<file path="src/rtl/pn_spreader.sv">
// rtl/pn_spreader.sv - DSSS spreader: XORs each data bit with one full PN period.
// Optional feature macro: GOLD_CODE_EN (adds a second LFSR to form a Gold code).
module pn_spreader #(
    parameter int                LFSR_W = 7,
    parameter logic [LFSR_W-1:0] TAPS_A = 7'h60,
    parameter logic [LFSR_W-1:0] SEED_A = 7'h7F,
    parameter logic [LFSR_W-1:0] TAPS_B = 7'h78,
    parameter logic [LFSR_W-1:0] SEED_B = 7'h01
) (
    input  logic clk_1m,
    input  logic rst,
    input  logic data_bit,
    input  logic data_valid,
    output logic data_ready,
    input  logic chip_en,
    output logic chip_out,
    output logic chip_valid,
    output logic epoch,
    output logic busy
);

    localparam int                PERIOD = (1 << LFSR_W) - 1;
    localparam logic [LFSR_W-1:0] LAST   = LFSR_W'(PERIOD - 1);

    typedef enum logic {IDLE, SPREAD} state_t;

    state_t            state_q;
    logic [LFSR_W-1:0] cnt_q;
    logic [LFSR_W-1:0] lfsr_a_q;
    logic [LFSR_W-1:0] lfsr_a_d;
    logic              bit_q;
    logic              chip_out_q;
    logic              chip_valid_q;
    logic              epoch_q;
    logic              last_chip;
    logic              accept;
    logic              pn;

    assign last_chip  = (state_q == SPREAD) && (cnt_q == LAST) && chip_en;
    assign data_ready = !rst && ((state_q == IDLE) || last_chip);
    assign accept     = data_valid && data_ready;
    assign lfsr_a_d   = {lfsr_a_q[LFSR_W-2:0], ^(lfsr_a_q & TAPS_A)};

`ifdef GOLD_CODE_EN
    logic [LFSR_W-1:0] lfsr_b_q;
    logic [LFSR_W-1:0] lfsr_b_d;

    assign lfsr_b_d = {lfsr_b_q[LFSR_W-2:0], ^(lfsr_b_q & TAPS_B)};
    assign pn       = lfsr_a_q[LFSR_W-1] ^ lfsr_b_q[LFSR_W-1];

    // Secondary LFSR steps in lockstep with the primary one.
    always_ff @(posedge clk_1m) begin
        if (rst) begin
            lfsr_b_q <= SEED_B;
        end else if (accept || (lfsr_b_q == '0)) begin
            lfsr_b_q <= SEED_B;
        end else if ((state_q == SPREAD) && chip_en) begin
            lfsr_b_q <= lfsr_b_d;
        end
    end
`else
    assign pn = lfsr_a_q[LFSR_W-1];
`endif

    always_ff @(posedge clk_1m) begin
        if (rst) begin
            state_q      <= IDLE;
            cnt_q        <= '0;
            lfsr_a_q     <= SEED_A;
            bit_q        <= 1'b0;
            chip_out_q   <= 1'b0;
            chip_valid_q <= 1'b0;
            epoch_q      <= 1'b0;
        end else begin
            chip_valid_q <= 1'b0;
            epoch_q      <= 1'b0;
            if ((state_q == SPREAD) && chip_en) begin
                chip_out_q   <= bit_q ^ pn;
                chip_valid_q <= 1'b1;
                epoch_q      <= (cnt_q == '0);
                lfsr_a_q     <= lfsr_a_d;
                if (cnt_q == LAST) begin
                    cnt_q   <= '0;
                    state_q <= IDLE;
                end else begin
                    cnt_q <= cnt_q + LFSR_W'(1);
                end
            end
            // An all-zero register would never leave zero; reseed it.
            if (lfsr_a_q == '0) begin
                lfsr_a_q <= SEED_A;
            end
            // Accept overrides the step so every bit starts at PN phase 0.
            if (accept) begin
                bit_q    <= data_bit;
                cnt_q    <= '0;
                lfsr_a_q <= SEED_A;
                state_q  <= SPREAD;
            end
        end
    end

    assign chip_out   = chip_out_q;
    assign chip_valid = chip_valid_q;
    assign epoch      = epoch_q;
    assign busy       = (state_q == SPREAD);

endmodule

</file>
<file path="config.mk">
export PLATFORM = sky130hd
export DESIGN_NAME = pn_spreader
export DESIGN_NICKNAME = d
export VERILOG_FILES = /design/src/rtl/pn_spreader.sv
export SDC_FILE = /design/constraint.sdc
export NUM_CORES = 1
export LEC_CHECK = 0
export ABC_AREA = 1
export CELL_PAD_IN_SITES_DETAIL_PLACEMENT = 0
export CELL_PAD_IN_SITES_GLOBAL_PLACEMENT = 2
export CORE_UTILIZATION = 25
export CTS_BUF_LIST = sky130_fd_sc_hd__clkbuf_8
export DETAILED_ROUTE_END_ITERATION = 10
export GPL_TIMING_DRIVEN = 1
export PLACE_DENSITY_LB_ADDON = 0.08
export SLEW_MARGIN = 30
export SYNTH_ARGS = -nofsm -noshare
export SYNTH_HDL_FRONTEND = slang
export SYNTH_SLANG_ARGS = --single-unit
export TNS_END_PERCENT = 10
</file>
<file path="constraint.sdc">
create_clock -name clk_1m -period 1.3 [get_ports clk_1m]
set_input_delay 0.325 -clock clk_1m [delete_from_list [all_inputs] [get_ports clk_1m]]
set_output_delay 0.325 -clock clk_1m [all_outputs]
set_load 0.005 [all_outputs]
</file>
Yosys cells after proc, flatten, opt, wreduce, memory -nomap -nowiden
Index checks and enable logic that the tools add are counted.
{"block": "op_classes", "n_addsub": 1, "n_eq_ne": 1, "mux": 5, "n_bitwise": 3, "reduce_logical": 16}
{"op": "7-bit logical NOT", "count": 2}
{"op": "7-bit by 1-bit adder with 7-bit output, second input constant", "count": 1}
{"op": "7-bit == test, second input constant", "count": 1}
{"op": "7-bit two-way mux", "count": 1}
{"op": "7-bit XOR reduction", "count": 1}
{"op": "1-bit logical AND", "count": 5}
{"op": "1-bit two-way mux", "count": 4}
{"op": "2-bit nonzero test", "count": 2}
{"op": "2-bit OR reduction", "count": 2}
{"op": "3-bit OR reduction", "count": 1}
{"op": "1-bit inverter", "count": 2}
{"op": "2-bit AND reduction", "count": 1}
{"op": "1-bit logical NOT", "count": 1}
{"op": "1-bit logical OR", "count": 1}
{"op": "1-bit bitwise XOR", "count": 1}
{"block": "word_totals", "register_bits": 19, "out_inout_bits": 5, "wordCells": 33}

Logic depth before layout (Yosys ltp)
Gate-level depths: netlist of the first run.
{"block": "logic_depth", "ltp_word": 8, "mapped_depth": 9, "depth_no_buf": 9}

Least setup slack after synthesis of the first run
Ideal clock, no wire load.
{"block": "synth_path", "path_type": "register to output", "startpoint": "register cnt_q[0]", "endpoint": "output data_ready", "t_arrival_ps": 945, "t_required_ps": 975, "setup_slack_ps": 30, "stages_incl_launch_ff": 7, "path_buffers": 0, "path_cell_list": "dfxtp_1 inv_1 ha_1 nand2_1 inv_1 nand3_2 a21oi_1"}
{"block": "synth_between", "elab_chain_len": 5}
{"item": "start, declared", "line": "28", "text": "logic [LFSR_W-1:0] cnt_q;"}
{"item": "start signal, assigned", "line": "86", "text": "cnt_q <= cnt_q + LFSR_W'(1);"}
{"item": "7-bit == test", "line": "39", "text": "assign last_chip = (state_q == SPREAD) && (cnt_q == LAST) && chip_en;"}
{"item": "1-bit logical AND (2 in a row)", "line": "39"}
{"item": "1-bit logical OR", "line": "40", "text": "assign data_ready = !rst && ((state_q == IDLE) || last_chip);"}
{"item": "1-bit logical AND", "line": "40"}
{"item": "end, declared", "line": "14", "text": "output logic data_ready,"}
No other way between the ends.

Final worst setup path of the first run
Ends and elaborated chain as after synthesis.

==> metrics list, run 1 <==
- The flow ran to the end, but the final reports show violations.
- The final reports fail on negative setup slack.
- Worst hold path startpoint: bit_q$_SDFFE_PP0P_
- Die width: 61.2 um
* Area of the multi-input gates: 464 um^2
- After synthesis, the largest area contributor takes up 43.4% of total cell area.
- After routing the design area is 1260 um^2.
- For this design, the CTS-stage hold fixing added 0 buffers.
- Synthesized flop and latch total: 19
- Counting the fill cells in the layout gives 373.
* Layout cells sized above 1: 28.6%
- Worst IR Drop VDD: 0.427 mV
* Per-instance average area after synthesis: 7.68 um^2
- The total area inside the core boundary comes to 3340 um^2.
* Unrepaired setup endpoints after global routing: true
* Maximum number of buffers from clock root to sink: 2
* Number of global-route vias before repair: 741
- In this run the count of I/O pins placed on the die edge is 10.
- Arrival time reported for the critical path endpoint: 1.22 ns
* Power Dens Cells: 902 nW/um^2
- Chip Height: 61.2 um
* Initial antenna violation count: 0
- Sequential element share of the synthesized area: 43.4%
- In the synthesized netlist, the cells that appear most often are sky130_fd_sc_hd__nand2_1, sky130_fd_sc_hd__dfxtp_1, sky130_fd_sc_hd__inv_1, sky130_fd_sc_hd__nand3_1, sky130_fd_sc_hd__o21ai_0.
- Setup slack on the critical path of the routed design comes to -0.248 ns.
- Top cells by area in the synthesized netlist: sky130_fd_sc_hd__dfxtp_1, sky130_fd_sc_hd__nand2_1, sky130_fd_sc_hd__nand3_1, sky130_fd_sc_hd__inv_1, sky130_fd_sc_hd__o21ai_0
- The die covers 3740 um^2.
- Number of cells on the worst hold path: 2
* Number of instances in the synthesized netlist: 114
* Routed via count: 817
- CTS built an H-tree with a depth of 1.
* Global router's overall resource usage: 12.1%
- For the worst flop-to-flop path, the logic depth is 8.
* FF-to-FF Start: cnt_q[0]$_SDFFE_PP0P_
- After the last flow step, the layout net total stands at 156.
* Cell type contributing the most total cell area after synthesis: sky130_fd_sc_hd__dfxtp_1
* Post-Synthesis Net Count: 122
- In this run the worst path has a maximum fanout of 3.
- Synth warn: 0
- Initial core utilization: 26.2%
- STA puts the critical path data required time at 0.98 ns.
* Type of the worst min-delay path: reg2reg
- Via density per instance: 4.23
- The final number of hold-violating endpoints came to 0.
- For this run the aggregate overflow at the end of global routing stands at 0.
- DRC viols: 0
* Largest net degree at the start of global routing: 15
- Final core occ: 37.9%
- The initialized floorplan defines 21 standard-cell rows.
- Once detail routing completed, the nets flagged for antenna violations numbered 0.
- Tightest hold margin: 0.502 ns
* Final total negative setup slack: -0.267 ns
- The worst setup path is captured at a primary output.
* Critical path launch point: cnt_q[0]$_SDFFE_PP0P_
* Routability congestion estimate: 0.694
- Total length of routed wires: 2.00 mm
* Instance area at placement: 1150 um^2
* First-pass GRT wire length: 3.26 mm
- For the final database, setup skew stands at 0.00231 ns.
- Synth Cell Area: 876 um^2
- Subtracting the final worst setup slack from the clock period gives 1.55 ns.
- Number of CTS-inserted buffers: 3
* Max-cap violations: 0
- CTS placed an instance of sky130_fd_sc_hd__clkbuf_8 at the clock tree root.
- The final max-slew violation count came to 0.
* Leakage: 0.000554 uW
* Most common flop cell mapped by yosys: sky130_fd_sc_hd__dfxtp_1
- Sequential cell area in the final layout: 385 um^2
* Slew Limit Headroom: 79.1%
* Slew of the pin with the lowest slew margin: 0.313 ns
* Max Fclk: 646 MHz
- For this run, asynchronously set or reset flops after synthesis account for 0%.
- The first detailed-routing pass ran for 3 iterations.
- The worst setup path is launched from a flip-flop.
- The tree built by TritonCTS fans out to 19 sinks.
- CTS clk-pin slew, worst paths: 0.07 ns
- Clock tree from TritonCTS: built
- Area added between synthesis and finish: 44.4%
- The later pin in the worst-skew pair is clocked with a latency of 0.25 ns.
- Antenna diode count: 0
* Number of synthesized flops with an enable pin: 0
- Among all cell types in the netlist, the one instantiated most often is sky130_fd_sc_hd__nand2_1.
- DRC violation total after the first TritonRoute iteration: 28
- Counting distinct cell types in the post-synthesis netlist gives 20.
- Minimum setup slack after placement: -0.743 ns
- Kind of critical path: reg2out
- DP HPWL: 1.46 mm
* Mean routed wirelength per cell: 10.4 um
- Final worst-path cycle share: 119%
- Port buffering added 9 buffers.
* Number of setup violations in the final report: 5
-- through the flow --
stage / instances / total power (uW)
after CTS: 193 / 1160
after floorplan: 114 / 666
after global routing: 193 / 1210
after global placement: 185 / 741
after detailed placement: 185 / 739
final: 193 / 1140
-- power breakdown --
group	switching, uW	total [uW]	internal [uW]
Combinational	66.2	132	66.2
Sequential	6.65	602	596
Clock	196	406	210
Total	269	1140	872
-- registers in the layout, indices dropped and copies added (netlist names) --
name,flops
busy,1
cnt_q,7
epoch,1
chip_out,1
lfsr_a_q,7
bit_q,1
chip_valid,1
-- repair_timing --
| item | CTS | global route |
|---|---|---|
| buffers inserted | 4 | 0 |
| gates resized for setup | 18 | 8 |
| setup endpoints to repair | 16 | 15 |
| pin swaps | 3 | 5 |
| gates cloned | 0 | 0 |
-- critical path: stages, from the launching register on --
cell and delay (ns):
sky130_fd_sc_hd__dfxtp_2 0.32, sky130_fd_sc_hd__inv_2 0.06, sky130_fd_sc_hd__ha_4 0.12, sky130_fd_sc_hd__nand2_2 0.05, sky130_fd_sc_hd__inv_2 0.07, sky130_fd_sc_hd__nand3_4 0.08, sky130_fd_sc_hd__a21oi_2 0.14, sky130_fd_sc_hd__buf_2 0.12
-- layer usage --
metal  global-route usage [%]  up-vias  wire length [um]  part of all wire, %
met1                     16.2      374               976                   49
met3                     3.15        2                39                  1.9
met5                        0        -                 0                    0
met2                     19.1        3               970                   48
li1                         -      438                 -                    -
met4                     3.90        0                14                 0.70
-- cells in the final DEF (no fill, tap or decap), types with 4 or more instances in the layout --
| master | count |
|---|---|
| sky130_fd_sc_hd__xor2_1 | 4 |
| sky130_fd_sc_hd__nor3_1 | 4 |
| sky130_fd_sc_hd__nor2_1 | 8 |
| sky130_fd_sc_hd__nand2_1 | 19 |
| sky130_fd_sc_hd__buf_4 | 21 |
| sky130_fd_sc_hd__o21ai_0 | 11 |
| sky130_fd_sc_hd__dfxtp_1 | 15 |
| sky130_fd_sc_hd__dlygate4sd2_1 | 4 |
| sky130_fd_sc_hd__inv_1 | 14 |
| sky130_fd_sc_hd__nand3_1 | 13 |
| sky130_fd_sc_hd__dfxtp_2 | 4 |
-- cell families after synthesis --
kind of cell    after synthesis  synth area share (%)
fa+ha+maj                     3                  4.29
compound gates               16                  10.7
buf+inv                      18                  8.14
simple gates                 53                  28.4
flops                        19                  43.4
xor+xnor                      5                  5.00
-- area by class of cell --
type	count	area share [%]
timing repair buffer	31	20.0
inverter	16	4.75
clock buffer	3	3.26
tap	46	4.55
multi-input combinational	77	36.7
clock inverter	1	0.297
sequential	19	30.5
-- path summary, 6_finish.rpt --
path | end | slack (ns)
worst max register to register | lfsr_a_q[4]$_SDFFE_PP1P_ | -0.01
worst min register to register | bit_q$_SDFFE_PP0P_ | 0.50
worst min-delay path | bit_q$_SDFFE_PP0P_ | 0.50
worst max-delay path | data_ready | -0.25
Power figures use the tool's default switching activity.
==> run 2, diff against run 1 <==
- CORE_MARGIN: default -> 3
- REMOVE_ABC_BUFFERS: default -> 1
==> run 2 against run 1 <==
The run still ends with negative setup slack left. Via count did not move. Wire length rose by 5.0%. Cell count fell by 0.52%. Worst setup slack got worse by 0.0097 ns. Highest routed layer unchanged.
==> metrics list, run 2 (same netlist as run 1, synthesis figures left out) <==
- Run status: finished, violations left
- The checks that failed: negative setup slack.
- After detailed routing, the average wire length per cell comes to 10.9 um.
* Area of the core: 3200 um^2
- In this run the power spent charging and discharging nets is 269 uW.
- Max Fclk: 642 MHz
* Die area: 4250 um^2
- For this design the ratio of total power to cell area is 898 nW/um^2.
- H-tree levels: 1
* Slew Limit Headroom: 78.0%
- Post-layout min period: 1.56 ns
- Number of CTS-inserted buffers: 3
- DP HPWL: 1.47 mm
- The multi-input combinational cells in the finished layout cover a total of 467 um^2.
- The setup path with the least slack is of type reg2out.
- Max-cap violations: 0
- Clk sink count: 19
- After clock tree synthesis, the flow added hold-fix buffers numbering 0.
- Switching Fraction: 23.6%
- Hold Violations, Final: 0
* DRC viols: 0
- Kind of start point of the critical path: flip-flop
- VDD sags by at most 0.285 mV.
* Routability congestion estimate: 0.725
- Most frequent cells in the layout: sky130_fd_sc_hd__buf_4, sky130_fd_sc_hd__nand2_1, sky130_fd_sc_hd__dfxtp_1
- Final worst-path cycle share: 120%
- The repair_antennas step left the layout with diodes totalling 0.
- Slew of the pin with the lowest slew margin: 0.329 ns
* First-pass GRT wire length: 3.47 mm
- Total length of routed wires: 2.10 mm
- The share of total power dissipated in combinational logic is 11.7%.
- The worst register-to-register path ends at lfsr_a_q[1]$_SDFFE_PP1P_.
- Die width: 65.2 um
- Registers with the most flip-flops: cnt_q: 7 flops, lfsr_a_q: 7 flops
* I/O pin total: 10
- Data required time at the worst endpoint: 0.98 ns
- Layout cells sized above 1: 29.1%
- The initial utilization of the core area, before any placement, comes to 27.3%.
* Cell row count: 20
* Total global routing overflow: 0
- The analysis attributes to cell leakage a power of 0.000559 uW.
* Worst clock skew on the final layout: 0.00349 ns
* Number of filler cells placed in the layout: 367
- In this run, the clock network consumes 35.5% of the power.
- Number of setup violations in the final report: 10
* Via density per instance: 4.26
- Sequential cell area in the final layout: 384 um^2
- TritonCTS built the clock tree.
- The worst register-to-register path has a depth of 9.
- Remaining number of nets flagged by the antenna check after routing: 0
* Design Power: 1140 uW
* Arrival time reported for the critical path endpoint: 1.23 ns
- FF-to-FF Start: cnt_q[0]$_SDFFE_PP0P_
- The worst register-to-register path has a setup slack of -0.06 ns.
- Chip Height: 65.2 um
- Worst-case setup margin in the final layout: -0.257 ns
- Worst setup path end: data_ready
* Global router's overall resource usage: 10.6%
- Final core occ: 39.6%
- Counting along the longest clock path gives a buffer depth of 2.
* Number of I/O port buffers: 9
- Largest net degree at the start of global routing: 15
- Minimum setup slack after placement: -0.769 ns
* Initial antenna violation count: 0
- The first detailed-routing pass took 4 iterations.
* Power Internal: 870 uW
- Post-route insts no fill: 192
- Nature of the critical path endpoint: primary output
- Per report_power, the sequential group accounts for 52.8% of the total.
- Number of global-route vias before repair: 731
- Leaving out fill and tap cells, the most frequent cell in the layout is sky130_fd_sc_hd__buf_4.
* CTS Root Cell: sky130_fd_sc_hd__clkbuf_8
- Area added between synthesis and finish: 44.7%
- The tightest min-delay check is of the reg2reg type.
- In the final design database the tool counted 157 nets.
* Maximum fanout encountered on the critical timing path: 2
* Clk_lat worst skew: 0.25 ns
- The critical path starts at cnt_q[0]$_SDFFE_PP0P_.
* Cell Count Post-Placement: 183
- CTS clk-pin slew, worst paths: 0.07 ns
- The first routing iteration left 46 violations.
- Setup repair after global routing could not meet its margin everywhere.
- The final max-slew violation count was 0.
* Routed via count: 817
## run 2: cell count changes in the layout (fill, tap and decap cells not counted), sizes merged
cell | previous run | this run
buf | 23 | 24
## run 2: layout make-up
| cell class | instances | area share [%] |
|---|---|---|
| Clock buffer | 3 | 3.26 |
| Clock inverter | 1 | 0.296 |
| Inverter | 16 | 4.74 |
| Multi-Input combinational cell | 77 | 36.8 |
| Sequential cell | 19 | 30.3 |
| Tap cell | 44 | 4.34 |
| Timing Repair Buffer | 32 | 20.2 |
## run 2: timing repair
item | CTS | global route
setup buffers | 3 | 2
endpoints found under the setup margin | 17 | 15
resized for setup | 21 | 5
pin swaps | 5 | 2
## run 2: worst min-delay path by stage
stage	from	end	slack [ns]	cells past startpoint
final	bit_q$_SDFFE_PP0P_	bit_q$_SDFFE_PP0P_	0.49	2
after global routing	bit_q$_SDFFE_PP0P_	bit_q$_SDFFE_PP0P_	0.52	2
after detailed placement	bit_q$_SDFFE_PP0P_	bit_q$_SDFFE_PP0P_	0.48	2
after floorplan	rst	busy$_SDFFE_PP0P_	0.39	1
after global placement	bit_q$_SDFFE_PP0P_	bit_q$_SDFFE_PP0P_	0.49	2
after CTS	bit_q$_SDFFE_PP0P_	bit_q$_SDFFE_PP0P_	0.49	2
## run 2: per-stage QoR
step / setup TNS [ns] / cell area [um^2] / hold slack, ns
after global routing: -1.80 / 1270 / 0.524
final: -0.668 / 1270 / 0.489
after floorplan: -0.765 / 865 / 0.394
after CTS: -0.311 / 1240 / 0.492
after detailed placement: -5.22 / 1140 / 0.477
after global placement: -5.01 / 1140 / 0.489
## run 2: critical path: stages, from the launching register on
cell and delay [ns]:
sky130_fd_sc_hd__dfxtp_2 0.33, sky130_fd_sc_hd__inv_2 0.07, sky130_fd_sc_hd__ha_4 0.12, sky130_fd_sc_hd__nand2_2 0.04, sky130_fd_sc_hd__inv_2 0.07, sky130_fd_sc_hd__nand3_4 0.08, sky130_fd_sc_hd__a21oi_2 0.14, sky130_fd_sc_hd__buf_2 0.13
## run 2: power groups by stage
stage | logic [uW] | clock network, uW | registers [uW]
2_1_floorplan | 48.0 | 0 | 615
3_3_place_gp | 128 | 0 | 614
5_1_grt | 147 | 464 | 602
4_1_cts | 130 | 431 | 601
3_5_place_dp | 128 | 0 | 613
6_report | 133 | 405 | 601
## run 2: metal layers
| layer | routed length [um] | up-vias | track usage, % | share of wire [%] |
|---|---|---|---|---|
| met1 | 1120 | 363 | 15.4 | 53 |
| li1 | - | 443 | - | - |
| met4 | 11 | 0 | 3.89 | 0.52 |
| met3 | 79 | 2 | 3.08 | 3.8 |
| met2 | 892 | 9 | 14.8 | 42 |
| met5 | 0 | - | 0 | 0 |
==> run 3, diff against run 2 <==
- SLEW_MARGIN: 30 -> 20
==> results of run 3 <==
No change in the layout: final DEF, timing and power equal those of run 2.
